==> src/rtl/reg_bank_pc.sv <==
// reg_bank_pc
//   Register bank for the bus-based processor datapath: NREGS registers of
//   WIDTH bits (one of them, PC_IDX, is the program counter) plus an
//   instruction register of IWIDTH bits. Everything is written from the
//   shared bus Din and can be frozen globally with Stall.
//
// Ports
//   Clock   rising-edge clock
//   Resetn  asynchronous active-low reset
//   Din     shared bus data
//   Rin     write enables, bit i loads register i (multi-hot allowed)
//   IRin    load IR from the low IWIDTH bits of Din
//   Prox    advance PC by PC_STEP
//   Clear   clear PC to zero
//   Stall   hold every register, IR and PcWrap
//   RdSel   read index (indices >= NREGS read as zero)
//   RdData  contents of register RdSel (combinational)
//   PC      current program counter
//   IR      current instruction register
//   PcWrap  sticky flag, set when a PC increment carries out of WIDTH bits
module reg_bank_pc #(
  parameter int WIDTH   = 16,
  parameter int NREGS   = 8,
  parameter int PC_IDX  = 7,
  parameter int PC_STEP = 1,
  parameter int IWIDTH  = 10,
  parameter int RST_GP  = 2
) (
  input  logic                     Clock,
  input  logic                     Resetn,
  input  logic [WIDTH-1:0]         Din,
  input  logic [NREGS-1:0]         Rin,
  input  logic                     IRin,
  input  logic                     Prox,
  input  logic                     Clear,
  input  logic                     Stall,
  input  logic [$clog2(NREGS)-1:0] RdSel,
  output logic [WIDTH-1:0]         RdData,
  output logic [WIDTH-1:0]         PC,
  output logic [IWIDTH-1:0]        IR,
  output logic                     PcWrap
);

  localparam int              SELW    = $clog2(NREGS);
  localparam logic [WIDTH-1:0] RST_VAL = WIDTH'(RST_GP);

  logic [WIDTH-1:0]  regs [NREGS];
  logic [IWIDTH-1:0] ir_q;
  logic              pc_wrap;
  logic [WIDTH:0]    pc_sum;

  // One extra bit on the sum so the carry out becomes the wrap indication.
  assign pc_sum = {1'b0, regs[PC_IDX]} + (WIDTH+1)'(PC_STEP);

  always_ff @(posedge Clock or negedge Resetn) begin
    if (!Resetn) begin
      for (int i = 0; i < NREGS; i++) begin
        regs[i] <= (i == PC_IDX) ? '0 : RST_VAL;
      end
      ir_q    <= '0;
      pc_wrap <= 1'b0;
    end else if (!Stall) begin
      for (int i = 0; i < NREGS; i++) begin
        if (i != PC_IDX && Rin[i]) begin
          regs[i] <= Din;
        end
      end
      // PC: bus load beats increment, increment beats clear. Only an applied
      // clear resets the wrap flag; a bus load leaves it untouched.
      if (Rin[PC_IDX]) begin
        regs[PC_IDX] <= Din;
      end else if (Prox) begin
        regs[PC_IDX] <= pc_sum[WIDTH-1:0];
        if (pc_sum[WIDTH]) begin
          pc_wrap <= 1'b1;
        end
      end else if (Clear) begin
        regs[PC_IDX] <= '0;
        pc_wrap      <= 1'b0;
      end
      if (IRin) begin
        ir_q <= Din[IWIDTH-1:0];
      end
    end
  end

  // Decoded read so that indices beyond the populated bank return zero.
  always_comb begin
    RdData = '0;
    for (int i = 0; i < NREGS; i++) begin
      if (RdSel == SELW'(i)) begin
        RdData = regs[i];
      end
    end
  end

  assign PC     = regs[PC_IDX];
  assign IR     = ir_q;
  assign PcWrap = pc_wrap;

endmodule

==> config.mk <==
export PLATFORM = sky130hd
export DESIGN_NAME = reg_bank_pc
export DESIGN_NICKNAME = d
export VERILOG_FILES = /design/src/rtl/reg_bank_pc.sv
export SDC_FILE = /design/constraint.sdc
export NUM_CORES = 1
export LEC_CHECK = 0
export ABC_AREA = 1
export BUFFER_PORTS_ARGS = -buffer_cell sky130_fd_sc_hd__buf_2
export CORE_MARGIN = 10
export CORE_UTILIZATION = 57
export DETAILED_ROUTE_END_ITERATION = 16
export PLACE_DENSITY = 0.74
export SLEW_MARGIN = 10
export SYNTH_ARGS = -nofsm -noshare
export SYNTH_HDL_FRONTEND = slang
export SYNTH_SLANG_ARGS = --single-unit
==> constraint.sdc <==
create_clock -name Clock -period 2 [get_ports Clock]
set_clock_uncertainty 0.15 [all_clocks]
set_input_delay 0.4 -clock Clock [delete_from_list [all_inputs] [get_ports Clock]]
set_output_delay 0.4 -clock Clock [all_outputs]
set_load 0.03 [all_outputs]
[Word level (Yosys, flattened, before mapping)]
Cells that the tools add are included.
Word-level totals
  flip-flop bits (word level): 139
  latch bits: 0
  memory bits (writable): 0
  bits in read-only memories: 0
  input port bits: 33
  output and inout port bits: 43
  logic and storage cells: 48
  memories: 0
Cells by class
  add/subtract/negate cells: 1
  multipliers: 0
  div/mod/pow operators: 0
  magnitude comparators: 0
  eq/ne operators: 8
  shift operators: 0
  multiplexer cells: 14
  bitwise operators: 2
  reductions and logical operators: 13
Operators by type and width (number)
  $mux 16: 11
  $reduce_and 2->1: 9
  $add 16x1->17 const B: 1
  $eq 3x3->1 const B: 4
  $eq 3x2->1 const B: 2
  $reduce_and 4->1: 1
  $eq 3x1->1 const B: 1
  $logic_not 3->1: 1
  $mux 1: 3
  $reduce_bool 3->1: 1
  $ne 2x1->1 const B: 1
  $not 1->1: 2
  $reduce_bool 2->1: 1

[Depth between registers and ports, before layout]
Gate-level depths: netlist of the first run.
  depth in word-level cells: 9
  gate-level depth with buffers: 10
  gate-level depth less buffers: 9

[Least setup slack after synthesis of the first run]
No wires, ideal clock.
  path type: input -> output
  start point: in RdSel[1]
  end point: out RdData[10]
  data arrival time: 1.411 ns
  data required time: 1.450 ns
  slack: 0.039 ns
  stages: 9
  buffers on the path: 2
  cell sequence: buf_4 -> inv_4 -> nand3_2 -> inv_2 -> buf_2 -> nand2_1 -> nand4_1 -> nor2_1 -> nand4_1
Between the ends
  word-level cells in the longest chain between the ends: 9
  elaborated cells on any way between the ends: 16
  classes of those cells: eq/ne: 7; mux: 8; reduce/logical: 1
Ends and longest elaborated chain
  start: declaration: line 37  | input logic [$clog2(NREGS)-1:0] RdSel,
  $logic_not 3->1: line 91  | if (RdSel == SELW'(i)) begin
  $mux 16 (7 in series): line 91
  $mux 16 *: line 91
  end: declaration: line 38  | output logic [WIDTH-1:0] RdData,
Mark *: on every way between the ends. The rest lies on a longest branch, timed or not.

[Worst setup path in the final report of the first run]
  start point: reg regs[116] (netlist name)
  end point: out RdData[4]
Between the ends
  word-level cells in the longest chain between the ends: 8
Ends and longest elaborated chain
  start: declaration: line 47  | logic [WIDTH-1:0] regs [NREGS];
  start signal: indexed assignment: line 58  | regs[i] <= (i == PC_IDX) ? '0 : RST_VAL;
  start signal: indexed assignment: line 65  | regs[i] <= Din;
  start signal: indexed assignment: line 71  | regs[PC_IDX] <= Din;
  $mux 16 (8 in series): line 91
No other way between the ends.

==> results of run 1 <==
## worst min-delay path: stages
cell and delay [ns]:
sky130_fd_sc_hd__buf_2 0.09, sky130_fd_sc_hd__a21oi_1 0.06, sky130_fd_sc_hd__a21oi_1 0.12
## kinds of logic after synthesis
family,Yosys count
buffers and inverters,119
adders and majority gates,1
DFF,139
AOI/OAI and AO/OA,162
and+or+nand+nor,420
## through the flow
stage | TNS, ns | hold slack, ns | instance area, um2 | setup slack (ns)
2_1_floorplan | 0 | -0.0456 | 6760 | 0.0395
3_3_place_gp | -1.94 | 0.200 | 7380 | -0.178
3_5_place_dp | -2.10 | 0.216 | 7380 | -0.186
4_1_cts | -0.595 | 0.133 | 8330 | -0.0994
5_1_grt | -2.18 | 0.151 | 8430 | -0.212
6_report | -1.35 | 0.144 | 8430 | -0.115
## cell usage in the layout, fill, tap and decap left out, types with 21 or more instances in the layout
master                      n
sky130_fd_sc_hd__nand2_1  250
sky130_fd_sc_hd__nor2_1    59
sky130_fd_sc_hd__buf_4     22
sky130_fd_sc_hd__nand2_2   21
sky130_fd_sc_hd__o21ai_0  124
sky130_fd_sc_hd__inv_1     49
sky130_fd_sc_hd__buf_2     55
sky130_fd_sc_hd__buf_6     26
sky130_fd_sc_hd__dfrtp_1  132
sky130_fd_sc_hd__nand4_1   51
sky130_fd_sc_hd__a21oi_1   24
## synthesized netlist by cell type
cell type and instances:
sky130_fd_sc_hd__inv_4 2, sky130_fd_sc_hd__nor3_1 2, sky130_fd_sc_hd__nor2_1 59, sky130_fd_sc_hd__nor2_8 1, sky130_fd_sc_hd__nor2_4 2, sky130_fd_sc_hd__buf_2 3
sky130_fd_sc_hd__nand3_2 1, sky130_fd_sc_hd__a21oi_2 3, sky130_fd_sc_hd__buf_4 22, sky130_fd_sc_hd__nand3_1 18, sky130_fd_sc_hd__a22oi_1 2, sky130_fd_sc_hd__o21ai_1 5
sky130_fd_sc_hd__nand4_1 51, sky130_fd_sc_hd__inv_1 50, sky130_fd_sc_hd__dfrtp_1 132, sky130_fd_sc_hd__or2_2 2, sky130_fd_sc_hd__o21a_1 1, sky130_fd_sc_hd__clkbuf_1 27
sky130_fd_sc_hd__dfstp_2 7, sky130_fd_sc_hd__nor2_2 4, sky130_fd_sc_hd__buf_6 4, sky130_fd_sc_hd__a21o_1 1, sky130_fd_sc_hd__or2_1 1, sky130_fd_sc_hd__nor3_4 4
sky130_fd_sc_hd__nand2_1 269, sky130_fd_sc_hd__nand2_2 5, sky130_fd_sc_hd__o21ai_0 124, sky130_fd_sc_hd__ha_1 1, sky130_fd_sc_hd__a21oi_1 24, sky130_fd_sc_hd__o22ai_1 2
sky130_fd_sc_hd__inv_2 11, sky130_fd_sc_hd__nor3_2 1
## layout make-up
type	instances	area share, %
flip-flops and latches	139	41.4
multi-input cells	583	33.1
repair buffers	121	13.0
clock buffers	26	6.04
inverters	63	3.04
well taps	143	2.12
clock inverters	6	1.28
## layer usage
| metal | routed length, um | vias up | share of wire, % | global-route usage, % |
|---|---|---|---|---|
| met4 | 443 | 0 | 2.2 | 9.30 |
| li1 | - | 2900 | - | - |
| met1 | 8130 | 3063 | 41 | 30.9 |
| met3 | 1630 | 49 | 8.1 | 6.16 |
| met2 | 9870 | 322 | 49 | 40.1 |
| met5 | 0 | - | 0 | 0 |
## state kept, by name, indices dropped and copies added, names as in the netlist
register  flops
PC           16
PcWrap        1
regs        112
IR           10
## what timing repair did
action | in CTS | in global routing
gates resized for setup | 73 | 16
setup endpoints to repair | 16 | 16
hold endpoints to repair | 32 | 0
gates cloned | 3 | 1
pin swaps | 22 | 19
buffers inserted | 2 | 4
hold buffers | 1 | 0
## path summary, 6_finish.rpt
path / start / endpoint / slack (ns) / cells after the start
max: regs[116]$_DFFE_PN0P_ / RdData[4] / -0.12 / 5
min: Din[4] / PC[4]$_DFFE_PN0P_ / 0.14 / 3
max reg2reg: PC[1]$_DFFE_PN0P_ / PcWrap$_DFFE_PN0P_ / 0.28 / 8
min reg2reg: IR[7]$_DFFE_PN0P_ / IR[7]$_DFFE_PN0P_ / 0.33 / 2
max in group asynchronous: Resetn / regs[49]$_DFFE_PN1P_ / 0.78 / 3
min in group asynchronous: Resetn / regs[95]$_DFFE_PN0P_ / 0.33 / 2
## power groups by stage
| stage | combinational (mW) | sequential [mW] | clock (mW) |
|---|---|---|---|
| after floorplan | 0.900 | 3.47 | 0 |
| after global placement | 1.34 | 3.48 | 0 |
| after detailed placement | 1.38 | 3.49 | 0 |
| after CTS | 1.52 | 3.46 | 3.29 |
| after global routing | 1.70 | 3.51 | 3.42 |
| final | 1.54 | 3.48 | 3.28 |
==> impl_summary.txt, run 1 <==
----------------------------------------------------
[Power and ir drop]
  Combinational cell fraction of total power ... 18.6%
  Power density over the cells ... 985 nW/um2
  Switching share of power ... 29.4%
  VDD IR max ... 0.696 mV
  Pwr Total ... 8.30 mW
  LEAKAGE ... 4.01 nW
  Internal portion of total power ... 5.86 mW
  Net switching component of the power ... 2.44 mW
  Sequential fraction of design power ... 41.9%
  Clock network fraction of total power ... 39.5%

[Final layout]
  Share of layout cells above drive strength 1 ... 22.8%
  Area growth from synthesis to layout ... 24.8%
  Post-route insts no fill ... roughly 1.1k
  Number of fill cells ... 845
  Area used by multi-input combinational logic ... about 2800 um2
  Post-Route Utilization ... around 73%
  Register area ... 3490 um2
  Final-stage net count ... 959
  Number of diodes added for antenna fixing ... 0

[Placed design]
  Count of port buffers added during placement ... 75
  # placed instances ... 1039
  DPL Wire Length ... 13200 um
  Routability congestion estimate ... 0.939

[Clock tree]
  Worst-skew pair later-pin latency ... roughly 0.42 ns
  H-tree lvl count ... 4
  TritonCTS clock tree ... yes
  CTS buffer count ... 17
  Clk pin slew, worst setup/hold paths ... approximately 0.060 ns
  Clock sink count ... 139
  CTS root buf ... sky130_fd_sc_hd__clkbuf_16
  Maximum clock path buffer count ... 2

[Timing]
  Period minus WS final ... 2.12 ns
  Final Worst Setup Slack ... -0.115 ns
  Setup repair after global routing missed its margin ... true
  Top achievable clock speed ... 473 MHz
  Transition at the pin with the smallest max-transition slack ... 0.630 ns
  Final Hold Fails ... 0
  Number of endpoints failing setup at the final stage ... 16
  Worst slew margin ... 57.9%
  Share of the clock period used by the worst path after layout ... 106%
  Slew Limit Fails ... 0

[Floorplan]
  Die Footprint ... 16600 um2
  Effective utilization at floorplan ... 58.7%
  Boundary Pins ... 76
  Die width ... roughly 130 um
  Placeable Area ... 11500 um2
  # rows ... 39
  Die Y-Extent ... 129 um

[Synth]
  Post-synthesis share of cell area spent on xor and xnor gates ... 0%
  Synth Register Bits ... 139
  Compound-gate portion of the synthesized area ... approximately an eighth
  Cell taking the most area after synthesis ... sky130_fd_sc_hd__dfrtp_1
  Post-synthesis area per instance ... 8.03 um2
  Cell Area, Synth ... 6760 um2
  Count of different cell masters after synthesis ... 32
  Ys Warns ... 0
  Multiplexer share of the synthesized area ... 0%
  Number of standard cells after synthesis ... 841
  Synth top area share ... 48.9%
  Post-synthesis share of cell area spent on full adders, half adders and majority gates ... 0.185%
  Portion of the post-synthesis area used by sequential elements ... 51.6%
  Main combinational cell family by area after synthesis ... simple AND/OR/NAND/NOR gates
  Share of synthesized cell area in and, or, nand and nor gates ... 27.4%
  Cell types occupying the most area after synthesis ... sky130_fd_sc_hd__dfrtp_1 49%, sky130_fd_sc_hd__nand2_1 15%, sky130_fd_sc_hd__o21ai_0 9.2%, sky130_fd_sc_hd__nand4_1 4.7%, sky130_fd_sc_hd__nor2_1 3.3%
  Nets in the synthesized netlist ... 875

[Critical path]
  Cell seen most often among critical-path stages ... sky130_fd_sc_hd__nand4_1
  Biggest cell delay along the critical path ... 0.40 ns
  Worst endpoint data arrival time ... 1.57 ns
  Top fanout value on the critical path ... 2
  Series of cell instances along the critical path ... nand2_1, nand4_1, nor2_1, nand4_1, buf_6
  Crit path launch type ... register
  Slowest stage cell, crit path ... sky130_fd_sc_hd__dfrtp_1
  Delay-heaviest family, CP ... simple AND/OR/NAND/NOR gates
  Buffering stage count on the worst path with inverters included ... 1
  Required time of the critical path ... between 1 and 1.5 ns
  Crit Path Class ... register to output port
  Crit path capture type ... output port

[Route]
  Number of DRC markers in iteration 0 ... 733
  Antenna Violating Nets Remaining ... 0
  Vias per Instance ... between 5 and 6
  Sum of routed wire length over all layers ... between 20000 and 25000 um
  Routed wirelength normalized by instance count ... 18.6 um
  Iteration count of the initial detailed-routing pass ... 5
  Final routed DRC violation total ... 0
  Number of vias in the routed layout ... 6334

[GRT]
  GR Util All Layers ... 24.6%
  First-pass GRT wire length ... 32000 um
  Grt total ovfl ... 0
  Number of global-route vias before repair ... ~6.1k
  Number of antenna violations at the first check in global routing ... 0
  Maximum number of pins on one net before global-route repair ... 42

[Outcome]
  Violated checks ... negative setup slack
  Outcome ... finished, violations left

[Flow run]
  Number of max-cap violations ... 0

[Min path]
  Type of the most critical hold path ... input port to register

----------------------------------------------------
(Power assumes the default switching activity.)
==> run 2, diff against run 1 <==
- CORE_MARGIN: 10 -> 2
- SETUP_SLACK_MARGIN: unset -> 0.1
==> run 2 against run 1 <==
Effect of this change:
- the run still ends with negative setup slack left
- highest routed layer unchanged
- critical endpoint is now RdData[8]
- worst setup slack got worse by 0.024 ns
- clock power decreased by 8.2%
- sequential power about the same
- maximum frequency decreased by 1.1%
- critical path depth is 3 higher
- via count fell by 1.8%
- clock-buffer cell count fell by 2
- largest cell class unchanged
- final area decreased by 1.7%
==> impl_summary.txt, run 2 (synthesized netlist as in run 1, its figures left out) <==
----------------------------------------------------
[Timing]
  Worst slew margin ... 59.4% (was 57.9%)
  Number of endpoints failing setup at the final stage ... 16 (unchanged)
  Final Hold Fails ... 0 (unchanged)
  Slew Limit Fails ... 0 (unchanged)
  Setup repair after global routing missed its margin ... true (unchanged)
  Minimum hold slack ... 0.155 ns (was 0.144 ns)
  Final Worst Setup Slack ... -0.140 ns (was -0.115 ns)
  Transition at the pin with the smallest max-transition slack ... 0.607 ns (was 0.630 ns)
  Top achievable clock speed ... 467 MHz (was 473 MHz)
  Share of the clock period used by the worst path after layout ... 107% (was 106%)
  Period minus WS final ... 2.14 ns (was 2.12 ns)

[Outcome]
  Violated checks ... negative setup slack (unchanged)
  Outcome ... finished, violations left (unchanged)

[Final layout]
  Number of fill cells ... 893 (was 845)
  Max reg flops ... 112 (unchanged)
  Area used by multi-input combinational logic ... 2770 um2 (was 2790 um2)
  Share of layout cells above drive strength 1 ... 22.4% (was 22.8%)
  Most common cell after layout, fill and taps aside ... sky130_fd_sc_hd__nand2_1 (unchanged)
  Number of diodes added for antenna fixing ... 0 (unchanged)
  Register ranked first by flip-flop count ... regs (unchanged)
  Post-route insts no fill ... 1084 (was 1081)
  Commonest non-fill, non-tap cells in the layout ... 268 x sky130_fd_sc_hd__nand2_1, 130 x sky130_fd_sc_hd__dfrtp_1, 124 x sky130_fd_sc_hd__o21ai_0 (was 250 x sky130_fd_sc_hd__nand2_1, 132 x sky130_fd_sc_hd__dfrtp_1, 124 x sky130_fd_sc_hd__o21ai_0)
  Register area ... 3490 um2 (about the same)
  Area growth from synthesis to layout ... 22.7% (was 24.8%)
  Final-stage net count ... 962 (was 959)

[Clock tree]
  Maximum clock path buffer count ... 2 (unchanged)
  H-tree lvl count ... 4 (unchanged)
  TritonCTS clock tree ... yes (unchanged)
  Worst-skew pair later-pin latency ... 0.42 ns (about the same)
  Clock sink count ... 139 (unchanged)
  CTS buffer count ... 17 (unchanged)
  Clk pin slew, worst setup/hold paths ... 0.06 ns (about the same)
  CTS root buf ... sky130_fd_sc_hd__clkbuf_16 (unchanged)

[Critical path]
  Crit path capture type ... output port (unchanged)
  Worst endpoint data arrival time ... 1.59 ns (was 1.57 ns)
  Required time of the critical path ... 1.45 ns (about the same)
  Crit Path Class ... input port to output port (was register to output port)
  Crit path launch type ... input port (was register)
  Top fanout value on the critical path ... 7 (was 2)

[Flow run]
  Number of max-cap violations ... 0 (unchanged)

[Power and ir drop]
  Pwr Total ... 8.00 mW (was 8.30 mW)
  Clock network fraction of total power ... 37.6% (was 39.5%)
  Switching share of power ... 30.2% (was 29.4%)
  Internal portion of total power ... 5.59 mW (was 5.86 mW)
  Combinational cell fraction of total power ... 18.9% (was 18.6%)
  VDD IR max ... 0.599 mV (was 0.696 mV)
  LEAKAGE ... 3.92 nW (was 4.01 nW)
  Sequential fraction of design power ... 43.5% (was 41.9%)
  Net switching component of the power ... 2.42 mW (was 2.44 mW)
  Power density over the cells ... 965 nW/um2 (was 985 nW/um2)

[Floorplan]
  Boundary Pins ... 76 (unchanged)
  Placeable Area ... 11500 um2 (unchanged)
  Die Y-Extent ... 113 um (was 129 um)
  # rows ... 39 (unchanged)
  Die Footprint ... 12700 um2 (was 16600 um2)
  Die width ... 113 um (was 129 um)
  Effective utilization at floorplan ... 58.7% (unchanged)

[GRT]
  Number of global-route vias before repair ... 6044 (was 6116)
  Grt total ovfl ... 0 (unchanged)
  GR Util All Layers ... 30.5% (was 24.6%)
  Number of antenna violations at the first check in global routing ... 0 (unchanged)
  Maximum number of pins on one net before global-route repair ... 46 (was 42)
  First-pass GRT wire length ... 30600 um (was 32000 um)

[Min path]
  Type of the most critical hold path ... input port to register (unchanged)

[Placed design]
  Post-Place Setup Slack ... -0.211 ns (was -0.186 ns)
  Count of port buffers added during placement ... 75 (unchanged)
  # placed instances ... 1042 (was 1039)
  Routability congestion estimate ... 0.957 (was 0.939)
  DPL Wire Length ... 13000 um (was 13200 um)

[Route]
  Number of DRC markers in iteration 0 ... 618 (was 733)
  Sum of routed wire length over all layers ... 18600 um (was 20100 um)
  Routed wirelength normalized by instance count ... 17.1 um (was 18.6 um)
  Number of vias in the routed layout ... 6218 (was 6334)
  Vias per Instance ... 5.74 (was 5.86)
  Final routed DRC violation total ... 0 (unchanged)
  Iteration count of the initial detailed-routing pass ... 5 (unchanged)
  Antenna Violating Nets Remaining ... 0 (unchanged)

----------------------------------------------------
[run 2: what timing repair did]
item | CTS | global route
endpoints found under the hold margin | 29 | 0
pin swaps | 13 | 20
resized for setup | 58 | 13
endpoints found under the setup margin | 16 | 17
hold buffers | 1 | 0
setup buffers | 4 | 4
gates cloned | 1 | 0
[run 2: path summary, 6_finish.rpt]
path | start | end | slack, ns | depth (start not counted)
min reg2reg | PcWrap$_DFFE_PN0P_ | PcWrap$_DFFE_PN0P_ | 0.32 | 2
min in group asynchronous | Resetn | regs[99]$_DFFE_PN0P_ | 0.30 | 2
max | RdSel[0] | RdData[8] | -0.14 | 8
min | Prox | PcWrap$_DFFE_PN0P_ | 0.16 | 3
max in group asynchronous | Resetn | regs[49]$_DFFE_PN1P_ | 0.75 | 3
max reg2reg | PC[1]$_DFFE_PN0P_ | PcWrap$_DFFE_PN0P_ | 0.31 | 8
[run 2: through the flow]
| stage | TNS [ns] | cell area [um2] | util (%) |
|---|---|---|---|
| 2_1_floorplan | 0 | 6790 | - |
| 3_3_place_gp | -1.47 | 7430 | 64.5 |
| 3_5_place_dp | -1.95 | 7430 | 64.5 |
| 4_1_cts | -1.37 | 8220 | 71.4 |
| 5_1_grt | -2.51 | 8290 | 72.0 |
| 6_report | -1.68 | 8290 | 72.0 |
[run 2: final cells by class]
type / instances / share of cell area (%)
sequential: 139 / 42.1
multi-input combinational: 583 / 33.4
timing repair buffer: 123 / 12.4
clock buffer: 24 / 5.57
inverter: 63 / 3.09
tap: 143 / 2.16
clock inverter: 8 / 1.18
timing repair inverter: 1 / 0.0906
[run 2: power groups by stage]
stage / combinational [mW] / sequential (mW) / clock [mW]
CTS: 1.49 / 3.47 / 3.04
finish: 1.51 / 3.48 / 3.01
floorplan: 0.906 / 3.47 / 0
detailed placement: 1.37 / 3.50 / 0
global route: 1.66 / 3.52 / 3.17
global placement: 1.33 / 3.49 / 0
[run 2: per-layer routing]
layer | vias to the layer above | global-route usage [%] | wire length [um]
li1 | 2908 | - | -
met1 | 2965 | 42.2 | 7800
met2 | 306 | 48.1 | 8780
met3 | 39 | 6.91 | 1550
met4 | 0 | 10.6 | 444
met5 | - | 0 | 0
[run 2: critical path, cell delays in order]
cell,delay [ns]
sky130_fd_sc_hd__buf_12,0.11
sky130_fd_sc_hd__buf_12,0.12
sky130_fd_sc_hd__nor3_4,0.27
sky130_fd_sc_hd__clkinvlp_4,0.25
sky130_fd_sc_hd__nor2_1,0.13
sky130_fd_sc_hd__nor2_1,0.07
sky130_fd_sc_hd__nand4_1,0.09
sky130_fd_sc_hd__buf_6,0.14
==> run 3, diff against run 2 <==
- CTS_BUF_LIST: unset -> sky130_fd_sc_hd__clkbuf_16
==> run 3 against run 2 <==
Effect of this change:
- the run still ends with negative setup slack left
- critical path type is now register to output port
- total power decreased by 0.78%
- non-clock buffer count unchanged
- wire length rose by 0.24%
- critical endpoint is now RdData[14]
==> impl_summary.txt, run 3 (synthesized netlist as in run 1, its figures left out) <==
----------------------------------------------------
[Critical path]
  Top fanout value on the critical path ... 2 (was 7)
  Buffering stage count on the worst path with inverters included ... 2 (was 4)
  Last element of the critical path ... RdData[14] (was RdData[8])
  Slowest stage cell, crit path ... sky130_fd_sc_hd__dfrtp_1 (was sky130_fd_sc_hd__nor3_4)
  Worst endpoint data arrival time ... 1.59 ns (about the same)
  Beginning of the critical path ... regs[110]$_DFFE_PN0P_ (was RdSel[0])
  Biggest cell delay along the critical path ... 0.40 ns (was 0.27 ns)
  Reg2reg setup slack ... 0.31 ns (about the same)
  Series of cell instances along the critical path ... inv_2, nor2_2, nor3_2, nand3_1, nand2_1, nand3_2, buf_6 (was buf_12, buf_12, nor3_4, clkinvlp_4, nor2_1, nor2_1, nand4_1, buf_6)
  Delay-heaviest family, CP ... simple AND/OR/NAND/NOR gates (was buffers and inverters)
  Crit Path Class ... register to output port (was input port to output port)
  Crit path launch type ... register (was input port)
  Depth of the worst register-to-register path ... 8 (unchanged)
  Crit path capture type ... output port (unchanged)
  Required time of the critical path ... 1.45 ns (about the same)
  Worst reg2reg endpoint ... PcWrap$_DFFE_PN0P_ (unchanged)
  R2R Path Start ... PC[1]$_DFFE_PN0P_ (unchanged)
  Logic depth of the worst setup path including buffers ... 7 (was 8)

[Timing]
  Final Hold Fails ... 0 (unchanged)
  Slew Limit Fails ... 0 (unchanged)
  Period minus WS final ... 2.14 ns (about the same)
  Top achievable clock speed ... 468 MHz (was 467 MHz)
  Share of the clock period used by the worst path after layout ... 107% (about the same)
  Worst slew margin ... 59.5% (was 59.4%)
  Final Worst Setup Slack ... -0.137 ns (was -0.140 ns)
  Number of endpoints failing setup at the final stage ... 16 (unchanged)
  Setup repair after global routing missed its margin ... true (unchanged)
  Transition at the pin with the smallest max-transition slack ... 0.607 ns (about the same)

[Floorplan]
  Die width ... 113 um (unchanged)
  Die Footprint ... 12700 um2 (unchanged)
  Effective utilization at floorplan ... 58.7% (unchanged)
  Placeable Area ... 11500 um2 (unchanged)
  Boundary Pins ... 76 (unchanged)
  # rows ... 39 (unchanged)
  Die Y-Extent ... 113 um (unchanged)

[Final layout]
  Area growth from synthesis to layout ... 22.5% (was 22.7%)
  Final-stage net count ... 962 (unchanged)
  Number of diodes added for antenna fixing ... 0 (unchanged)
  Number of fill cells ... 894 (was 893)
  Share of layout cells above drive strength 1 ... 22.3% (was 22.4%)
  Register ranked first by flip-flop count ... regs (unchanged)
  Post-route insts no fill ... 1084 (unchanged)
  Max reg flops ... 112 (unchanged)
  Commonest non-fill, non-tap cells in the layout ... 268 x sky130_fd_sc_hd__nand2_1, 130 x sky130_fd_sc_hd__dfrtp_1, 124 x sky130_fd_sc_hd__o21ai_0 (unchanged)
  Most common cell after layout, fill and taps aside ... sky130_fd_sc_hd__nand2_1 (unchanged)

[GRT]
  Number of antenna violations at the first check in global routing ... 0 (unchanged)
  First-pass GRT wire length ... 30600 um (about the same)
  Grt total ovfl ... 0 (unchanged)
  Maximum number of pins on one net before global-route repair ... 46 (unchanged)
  GR Util All Layers ... 30.4% (was 30.5%)
  Number of global-route vias before repair ... 6034 (was 6044)

[Clock tree]
  CTS root buf ... sky130_fd_sc_hd__clkbuf_16 (unchanged)
  CTS buffer count ... 17 (unchanged)
  Clk pin slew, worst setup/hold paths ... 0.06 ns (about the same)
  Clock sink count ... 139 (unchanged)
  TritonCTS clock tree ... yes (unchanged)
  Worst-skew pair later-pin latency ... 0.42 ns (about the same)
  H-tree lvl count ... 4 (unchanged)
  Maximum clock path buffer count ... 2 (unchanged)

[Placed design]
  Count of port buffers added during placement ... 75 (unchanged)
  Post-Place Setup Slack ... -0.211 ns (unchanged)
  # placed instances ... 1042 (unchanged)
  Routability congestion estimate ... 0.957 (unchanged)
  DPL Wire Length ... 13000 um (unchanged)

[Outcome]
  Outcome ... finished, violations left (unchanged)
  Violated checks ... negative setup slack (unchanged)

[Power and ir drop]
  Power density over the cells ... 959 nW/um2 (was 965 nW/um2)
  VDD IR max ... 0.599 mV (about the same)
  LEAKAGE ... 3.94 nW (was 3.92 nW)

[Route]
  Number of DRC markers in iteration 0 ... 642 (was 618)
  Antenna Violating Nets Remaining ... 0 (unchanged)
  Final routed DRC violation total ... 0 (unchanged)
  Number of vias in the routed layout ... 6221 (was 6218)
  Sum of routed wire length over all layers ... 18600 um (about the same)
  Iteration count of the initial detailed-routing pass ... 6 (was 5)
  Vias per Instance ... 5.74 (about the same)
  Routed wirelength normalized by instance count ... 17.2 um (was 17.1 um)

[Min path]
  Hold Path Depth ... 3 (unchanged)
  Type of the most critical hold path ... input port to register (unchanged)

[Flow run]
  Number of max-cap violations ... 0 (unchanged)

----------------------------------------------------
-- run 3: cell types whose count changed in the layout (fill, tap and decap cells not counted) --
cell,delta
sky130_fd_sc_hd__inv_1,+6
sky130_fd_sc_hd__clkbuf_1,-6
sky130_fd_sc_hd__clkbuf_8,-1
sky130_fd_sc_hd__clkinv_1,+1
-- run 3: final cells by class --
| cell class | count | area, um2 | share of cell area [%] |
|---|---|---|---|
| repair buffers | 123 | 1020 | 12.4 |
| well taps | 143 | 179 | 2.16 |
| clock inverters | 15 | 124 | 1.50 |
| clock buffers | 17 | 425 | 5.14 |
| repair inverters | 1 | 7.51 | 0.0907 |
| inverters | 63 | 256 | 3.10 |
| multi-input cells | 583 | 2770 | 33.5 |
| flip-flops and latches | 139 | 3490 | 42.2 |
-- run 3: where the power goes --
group	internal (mW)	switching, mW
Clock	1.79	1.16
Sequential	3.19	0.297
Combinational	0.540	0.969
-- run 3: timing repair --
item	4_1_cts	5_1_grt
resized for setup	58	13
gates cloned	1	0
endpoints found under the setup margin	16	17
hold endpoints to repair	29	0
setup buffers	4	4
hold buffers	1	0
pin swaps	13	20
-- run 3: how the worst min path moves through the flow --
stage | slack (ns) | end | start
after detailed placement | 0.17 | regs[99]$_DFFE_PN0P_ | Resetn
after global placement | 0.17 | regs[99]$_DFFE_PN0P_ | Resetn
after CTS | 0.15 | PcWrap$_DFFE_PN0P_ | Prox
after floorplan | -0.05 | IR[0]$_DFFE_PN0P_ | Resetn
after global routing | 0.17 | PcWrap$_DFFE_PN0P_ | Prox
final | 0.15 | PC[4]$_DFFE_PN0P_ | Din[4]
-- run 3: worst reg2reg max path, delay by kind of cell (launching register included) --
kind / cells / cell delay [ns]
and+or+nand+nor: 5 / 0.49
DFF: 1 / 0.45
adders and majority gates: 1 / 0.22
AOI/OAI and AO/OA: 1 / 0.20
buffers and inverters: 1 / 0.07
-- run 3: through the flow --
stage	cell area, um2	power [mW]	setup TNS, ns	hold WS, ns	utilization [%]
2_1_floorplan	6790	4.38	0	-0.0456	-
3_3_place_gp	7430	4.82	-1.47	0.171	64.5
3_5_place_dp	7430	4.87	-1.95	0.173	64.5
4_1_cts	8210	7.92	-1.37	0.148	71.3
5_1_grt	8280	8.27	-2.59	0.168	71.9
6_report	8280	7.94	-1.65	0.150	71.9
-- run 3: layer usage --
metal / vias to the layer above / global-route usage (%) / wire length, um
li1: 2908 / - / -
met1: 2997 / 42.1 / 7930
met2: 278 / 48.0 / 8760
met3: 38 / 6.91 / 1490
met4: 0 / 10.7 / 445
met5: - / 0 / 0
